### config.mk
export PLATFORM = sky130hd
export DESIGN_NAME = button_debounce
export DESIGN_NICKNAME = d
export VERILOG_FILES = /design/src/rtl/btn_pkg.sv /design/src/rtl/debounce_chan.sv /design/src/rtl/button_debounce.sv
export SDC_FILE = /design/constraint.sdc
export NUM_CORES = 1
export LEC_CHECK = 0
export BUFFER_PORTS_ARGS = -buffer_cell sky130_fd_sc_hd__buf_2
export CORE_ASPECT_RATIO = 1.75
export CORE_MARGIN = 4
export CORE_UTILIZATION = 65
export CTS_CLUSTER_SIZE = 10
export DETAILED_ROUTE_END_ITERATION = 12
export HOLD_SLACK_MARGIN = 0.08
export PLACE_DENSITY = 0.82
export SLEW_MARGIN = 10
export SYNTH_ARGS = -nofsm -noshare
export SYNTH_HDL_FRONTEND = slang
export SYNTH_HIERARCHICAL = 1
export SYNTH_SLANG_ARGS = --single-unit
### constraint.sdc
create_clock -name clk -period 4.7 [get_ports clk]
set_input_delay 0.47 -clock clk [delete_from_list [all_inputs] [get_ports clk]]
set_output_delay 0.47 -clock clk [all_outputs]
set_load 0.1 [all_outputs]
### src/rtl/btn_pkg.sv
`default_nettype none
// ============================================================================
// Module      : btn_pkg
// Description : Shared constants and helpers for the push-button debouncer.
//               DEF_* values give 10 ms debounce and 1 s long press at 50 MHz.
//               SIM_* values shrink both intervals for fast simulation.
// Revision    : 1.0 - initial release
// ============================================================================
package btn_pkg;

  localparam int DEF_DEB_CYC  = 500000;    // 10 ms @ 50 MHz
  localparam int DEF_LONG_CYC = 50000000;  // 1 s @ 50 MHz
  localparam int SIM_DEB_CYC  = 8;
  localparam int SIM_LONG_CYC = 32;

  // Counter width able to hold terminal-1. Floors at 1 bit so a degenerate
  // terminal value still elaborates.
  function automatic int cnt_width(input int terminal);
    return (terminal > 1) ? $clog2(terminal) : 1;
  endfunction

endpackage
`default_nettype wire

### src/rtl/debounce_chan.sv
`default_nettype none
// ============================================================================
// Module      : debounce_chan
// Description : One push-button channel: polarity normalisation, 2-FF
//               synchronizer, integrating debounce counter, registered
//               press/release pulses and an optional long-press detector.
//               Long press is built only when BTN_LONGPRESS_EN is defined;
//               otherwise btn_long is tied low.
// Ports       : clk         in  system clock
//               rst         in  synchronous reset, active-low
//               btn_in      in  raw asynchronous pin
//               btn_level   out debounced level, 1 = pressed
//               btn_press   out one-cycle pulse after level rises
//               btn_release out one-cycle pulse after level falls
//               btn_long    out one-cycle pulse after LONG_CYC held cycles
// Revision    : 1.0 - initial release
// ============================================================================
module debounce_chan
  import btn_pkg::*;
#(
  parameter int DEB_CYC  = DEF_DEB_CYC,
  parameter int LONG_CYC = DEF_LONG_CYC,
  parameter bit ACT_LOW  = 1'b1
) (
  input  logic clk,
  input  logic rst,
  input  logic btn_in,
  output logic btn_level,
  output logic btn_press,
  output logic btn_release,
  output logic btn_long
);

  localparam int               CNT_W    = cnt_width(DEB_CYC);
  localparam logic [CNT_W-1:0] CNT_TERM = CNT_W'(DEB_CYC - 1);

  if (DEB_CYC < 2 || LONG_CYC < 2) begin : g_bad_cfg
    $error("debounce_chan: DEB_CYC and LONG_CYC must both be at least 2");
  end

  logic             norm;
  logic             sync1_q, sync2_q;
  logic [CNT_W-1:0] cnt_q, cnt_d;
  logic             level_q, level_d;
  logic             level_dly_q;
  logic             press_q, press_d;
  logic             release_q, release_d;

  // Normalise before synchronizing so the reset value 0 always means released.
  assign norm = ACT_LOW ? ~btn_in : btn_in;

  always_comb begin
    cnt_d   = '0;
    level_d = level_q;
    if (sync2_q != level_q) begin
      // Terminal count accepts the new level; cnt_d stays 0 so the counter
      // never wraps and the next transition integrates from scratch.
      if (cnt_q == CNT_TERM) begin
        level_d = sync2_q;
      end else begin
        cnt_d = cnt_q + CNT_W'(1);
      end
    end
    // Edge pulses are taken from the registered level, landing one cycle
    // after btn_level changes.
    press_d   =  level_q & ~level_dly_q;
    release_d = ~level_q &  level_dly_q;
  end

  always_ff @(posedge clk) begin
    if (!rst) begin
      sync1_q     <= 1'b0;
      sync2_q     <= 1'b0;
      cnt_q       <= '0;
      level_q     <= 1'b0;
      level_dly_q <= 1'b0;
      press_q     <= 1'b0;
      release_q   <= 1'b0;
    end else begin
      sync1_q     <= norm;
      sync2_q     <= sync1_q;
      cnt_q       <= cnt_d;
      level_q     <= level_d;
      level_dly_q <= level_q;
      press_q     <= press_d;
      release_q   <= release_d;
    end
  end

  assign btn_level   = level_q;
  assign btn_press   = press_q;
  assign btn_release = release_q;

`ifdef BTN_LONGPRESS_EN
  localparam int                HOLD_W    = cnt_width(LONG_CYC);
  localparam logic [HOLD_W-1:0] HOLD_TERM = HOLD_W'(LONG_CYC - 1);

  logic [HOLD_W-1:0] hold_q, hold_d;
  logic              fired_q, fired_d;
  logic              long_q, long_d;

  always_comb begin
    hold_d  = '0;
    fired_d = 1'b0;
    long_d  = 1'b0;
    if (level_q) begin
      hold_d  = (hold_q == HOLD_TERM) ? hold_q : hold_q + HOLD_W'(1);
      // fired_q holds off repeats until the button is released.
      long_d  = (hold_q == HOLD_TERM) & ~fired_q;
      fired_d = fired_q | long_d;
    end
  end

  always_ff @(posedge clk) begin
    if (!rst) begin
      hold_q  <= '0;
      fired_q <= 1'b0;
      long_q  <= 1'b0;
    end else begin
      hold_q  <= hold_d;
      fired_q <= fired_d;
      long_q  <= long_d;
    end
  end

  assign btn_long = long_q;
`else
  assign btn_long = 1'b0;
`endif

endmodule
`default_nettype wire

### src/rtl/button_debounce.sv
`default_nettype none
// ============================================================================
// Module      : button_debounce
// Description : NBTN independent push-button conditioners producing clean
//               debounced levels and single-cycle press / release / long-press
//               events. Long-press logic exists only when BTN_LONGPRESS_EN is
//               defined; otherwise btn_long is constant 0.
// Ports       : clk         in  system clock
//               rst         in  synchronous reset, active-low
//               btn_in      in  [NBTN] raw asynchronous pins
//               btn_level   out [NBTN] debounced level, 1 = pressed
//               btn_press   out [NBTN] one-cycle pulse on accepted press
//               btn_release out [NBTN] one-cycle pulse on accepted release
//               btn_long    out [NBTN] one-cycle pulse on long press
// Revision    : 1.0 - initial release
// ============================================================================
module button_debounce
  import btn_pkg::*;
#(
  parameter int NBTN     = 4,
  parameter int DEB_CYC  = DEF_DEB_CYC,
  parameter int LONG_CYC = DEF_LONG_CYC,
  parameter bit ACT_LOW  = 1'b1
) (
  input  logic            clk,
  input  logic            rst,
  input  logic [NBTN-1:0] btn_in,
  output logic [NBTN-1:0] btn_level,
  output logic [NBTN-1:0] btn_press,
  output logic [NBTN-1:0] btn_release,
  output logic [NBTN-1:0] btn_long
);

  for (genvar i = 0; i < NBTN; i++) begin : g_chan
    debounce_chan #(
      .DEB_CYC  (DEB_CYC),
      .LONG_CYC (LONG_CYC),
      .ACT_LOW  (ACT_LOW)
    ) u_chan (
      .clk         (clk),
      .rst         (rst),
      .btn_in      (btn_in[i]),
      .btn_level   (btn_level[i]),
      .btn_press   (btn_press[i]),
      .btn_release (btn_release[i]),
      .btn_long    (btn_long[i])
    );
  end

endmodule
`default_nettype wire

**Yosys cells after proc, flatten, opt, wreduce, memory -nomap -nowiden**

Index checks and enable logic that the tools add are counted.

- Bitwise operators: 25
- Add/subtract/negate cells: 4
- Reductions and logical operators: 8
- Equal/unequal tests: 8

Operators with widths:

| cell | number |
|---|---|
| $add 19x1->19 const B | 4 |
| $eq 19x19->1 const B | 4 |
| $not 1->1 | 17 |
| $reduce_or 3->1 | 4 |
| $and 1x1->1 | 8 |
| $reduce_and 2->1 | 4 |
| $ne 1x1->1 | 4 |

- Input bits: 6
- Bits in registers: 100

**Longest topological paths before layout**

- Word-level depth: 3
- Depth in mapped cells: 7

**By module**

The synthesis kept the hierarchy.

By module, submodules not included:

| module | cells each | instances | area an instance (µm²) | seq. area each (µm²) |
|---|---|---|---|---|
| debounce_chan | 115 | 4 | 1083.5 | 500.5 |

**Least setup slack after synthesis**

OpenSTA, ideal clock, no wires.

- Path kind: register to register
- From: register g_chan[0].u_chan.level_q
- To: register g_chan[0].u_chan.cnt_q[10]
- Slack: 2913 ps
- Data arrival time: 1723 ps
- Data required time: 4636 ps
- Cell stages (with the launch flop): 6
- Path through: dfxtp_1 xor2_1 nand2_1 o21bai_4 buf_2 nor2_1

- Cells in the longest elaborated chain, start to end: 3

RTL lines:

| element | RTL line | RTL |
|---|---|---|
| start, declared | debounce_chan.sv:44 | `logic level_q, level_d;` |
| start signal, assigned | debounce_chan.sv:83 | `level_q <= level_d;` |
| $ne 1x1->1 | debounce_chan.sv:55 | `if (sync2_q != level_q) begin` |
| $not 1->1 (no source line) | - |  |
| $reduce_or 3->1 (no source line) | - |  |
| end signal, assigned | debounce_chan.sv:82 | `cnt_q <= cnt_d;` |
| end, declared | debounce_chan.sv:43 | `logic [CNT_W-1:0] cnt_q, cnt_d;` |

Every way passes these cells.
A chain may end at the register's enable or synchronous reset.

**Worst setup path after layout**

- From: register g_chan[2].u_chan.cnt_q[0]
- To: register g_chan[2].u_chan.cnt_q[5]

- Cells in the longest elaborated chain, start to end: 2
- Elaborated cells between the ends (all ways): 3

RTL lines:

| element | RTL line |
|---|---|
| start, declared | debounce_chan.sv:43 |
| start signal, assigned | debounce_chan.sv:82 |
| parallel branches: the longest is 2 deep, another holds $add 19x1->19 | - |

Parallel ways; which one is timed is not known.

==> results.yml <==
synthesis:
  netlist_top_cells_count: "dfxtp_1 (100), nor2_1 (76), xor2_1 (44)"
  syn_area_um2: 4330
  ys_types: 30
  synth_cells: 460
  synth_area_per_cell_um2: 9.42
  synth_top_area_share: 0.462
  synth_nets: 470
  ys.warnings.count: 6
  synth_edf_count: 0
  synth_seq_cells: 100
  async_flop_share: 0
  ys.flop_type: "dfxtp_1"
  yosysSeqAreaShare: 0.462
  synth_most_common_cell: "dfxtp_1"
  netlist_top_cells_area: "dfxtp_1 (46%), xor2_1 (8.9%), nor2_1 (6.6%), nand4_4 (3.9%), nand3_1 (3.7%)"
  synth_area_leader_cell: "dfxtp_1"
worst_setup_path:
  crit_chain: "ha_1 -> and4_1 -> nand4_4 -> o21bai_4 -> nor2_1"
  r2r_slack_ns: 2.84
  critPathArrivalTime_ns: 2.07
  critPathBufInv: 0
  cp.required_ns: 4.91
  path_max_fanout: 17
  crit_family: "simple AND/OR/NAND/NOR gates"
  cp-start-kind: "flop"
  end_kind: "flop"
  cpMaxStageDelayCell: "dfxtp_1"
  path_class: "reg2reg"
  rr_worst_depth: 5
  r2r-end: "g_chan[2].u_chan/cnt_q[5]"
  reg2reg_from: "g_chan[2].u_chan/cnt_q[0]"
  slowest_delay_ns: 0.42
hold_path:
  min_from: "btn_in[2]"
  min_to: "g_chan[2].u_chan/sync1_q"
  hp-class: "in2reg"
  hold_path_depth: 2
placed_design:
  io_buffers: 17
  dp_hpwl_um: 5330
  pre_cts_ws_ns: 2.85
  place_inst: 543
  post_dp_cell_area_um2: 4430
  gp_congestion: 0.825
drt:
  via_per_inst: 5.68
  wl_per_cell_um: 13.5
  drt_iter0_drc: 204
  dr.pass1.iters: 4
  ant_nets: 0
  drc_errors: 0
  wl_um: 7520
  vias: 3177
grt:
  antenna_found_initial: 0
  grt_pass1_wl_um: 13500
  grt_max_degree: 25
  gr-total-overflow: 0
  groute.usage.overall: 0.204
  grt_pass1_vias: 3227
pwr:
  peakVddDrop_mv: 0.269
  power_frac_comb: 0.019
  leakagePower_nw: 1.72
  p_switching_mw: 0.323
  pwr-share-clk: 0.431
  power_density_nw_per_um2: 331
  p_int_mw: 1.23
  power.share.sequential: 0.549
  swShare: 0.208
clock_tree:
  cts_tree: "yes"
  h-tree-depth: 3
  clockRootBuffer: "clkbuf_16"
  clk_path_buf_depth: 2
  cts.clk_slew.worst_paths_ns: 0.06
  post_cts_buffers: 0
  cts_made_buffers: 9
  cts.sinks: 100
  ctsResizeCount: 0
  clk_latency_ns: 0.34
  ctsHoldBuffers: 0
floorplanning:
  die_w_um: 69.7
  num_io_pins: 22
  start_util: 0.668
  rows: 39
  die_area_um2: 8090
  die-height_um: 116
  design.core.area_um2: 6490
sta:
  slew_viol_final: 0
  hold_viol: 0
  setup_violations: 0
  setup-tns-final_ns: 0
  post-route-period-util: 0.396
  grt_setup_unrepaired: "no"
  skew_ns: 0.00733
  fmax_mhz: 537
  finalWorstSetupSlack_ns: 2.84
  period_needed_ns: 1.86
finish:
  stdcell_area_um2: 4700
  multi_input_area_um2: 2210
  nets: 482
  antennaDiodeCount: 0
  stdcell_count: 559
  n_fill_cell: 477
  drive_gt1_frac: 0.130
  syn_to_final_growth_pct: 8.52
  layout.area.seq_um2: 2000
job:
  drv_cap: 0
run_status:
  status: "complete, no violations"
layout make-up:
type | count | share of cell area
inverter | 8 | 0.00638
tap | 82 | 0.0218
multi-input combinational | 336 | 0.470
clock buffer | 13 | 0.0532
clock inverter | 3 | 0.00452
sequential | 100 | 0.426
timing repair buffer | 17 | 0.0181
power groups by stage:
stage | registers [mW] | logic, mW | clock network, mW
floorplan | 0.873 | 0.0268 | 0
global placement | 0.873 | 0.0296 | 0
detailed placement | 0.873 | 0.0303 | 0
CTS | 0.854 | 0.0303 | 0.691
global route | 0.854 | 0.0331 | 0.724
finish | 0.854 | 0.0302 | 0.671
metrics by stage:
| stage | util | power [mW] | hold slack, ns |
|---|---|---|---|
| after floorplan | - | 0.899 | 0.392 |
| final | 0.725 | 1.56 | 0.272 |
| after global placement | 0.683 | 0.903 | 0.396 |
| after CTS | 0.725 | 1.58 | 0.266 |
| after detailed placement | 0.683 | 0.904 | 0.400 |
| after global routing | 0.725 | 1.61 | 0.284 |
sequential cells by signal (all words and copies together), names as in the netlist:
name	count
g_chan.u_chan/btn_level	4
g_chan.u_chan/cnt_q	76
g_chan.u_chan/sync2_q	4
g_chan.u_chan/btn_release	4
g_chan.u_chan/sync1_q	4
g_chan.u_chan/btn_press	4
g_chan.u_chan/level_dly_q	4
logic make-up (layout without fill, tap and decap cells):
family | after synthesis | in the layout | synth area share
xor+xnor | 56 | 56 | 0.113
simple gates | 232 | 232 | 0.313
flops | 100 | 100 | 0.462
buf+inv | 24 | 41 | 0.0277
fa+ha+maj | 4 | 4 | 0.0115
mux | 4 | 4 | 0.00924
compound gates | 36 | 36 | 0.0600
other cells | 4 | 4 | 0.00346
routing by layer:
layer / up-vias / global-route usage / wire (um)
met5: - / 0 / 0
li1: 1622 / - / -
met3: 15 / 0.0434 / 243
met1: 1484 / 0.212 / 3090
met4: 0 / 0.113 / 171
met2: 56 / 0.380 / 4020
worst max path at each step:
stage	from	to	slack [ns]	cells past startpoint
5_1_grt	g_chan[1].u_chan/cnt_q[0]	g_chan[1].u_chan/cnt_q[8]	2.68	5
4_1_cts	g_chan[0].u_chan/cnt_q[0]	g_chan[0].u_chan/cnt_q[6]	2.84	5
3_5_place_dp	g_chan[0].u_chan/cnt_q[0]	g_chan[0].u_chan/cnt_q[16]	2.85	5
6_report	g_chan[2].u_chan/cnt_q[0]	g_chan[2].u_chan/cnt_q[5]	2.84	5
3_3_place_gp	g_chan[3].u_chan/cnt_q[0]	g_chan[3].u_chan/cnt_q[3]	2.89	5
2_1_floorplan	g_chan[0].u_chan/btn_level	g_chan[0].u_chan/cnt_q[10]	2.91	5
placed cells by master, fill, tap and decap left out, types with 9 or more instances in the layout:
cell and instances:
a21oi_1 12, buf_2 17, clkbuf_16 9, dfxtp_1 100, nand2_1 28, nand3_1 32
nand4_1 24, nor2_1 76, o21ai_0 12, xnor2_1 12, xor2_1 44
(Power assumes the default switching activity.)
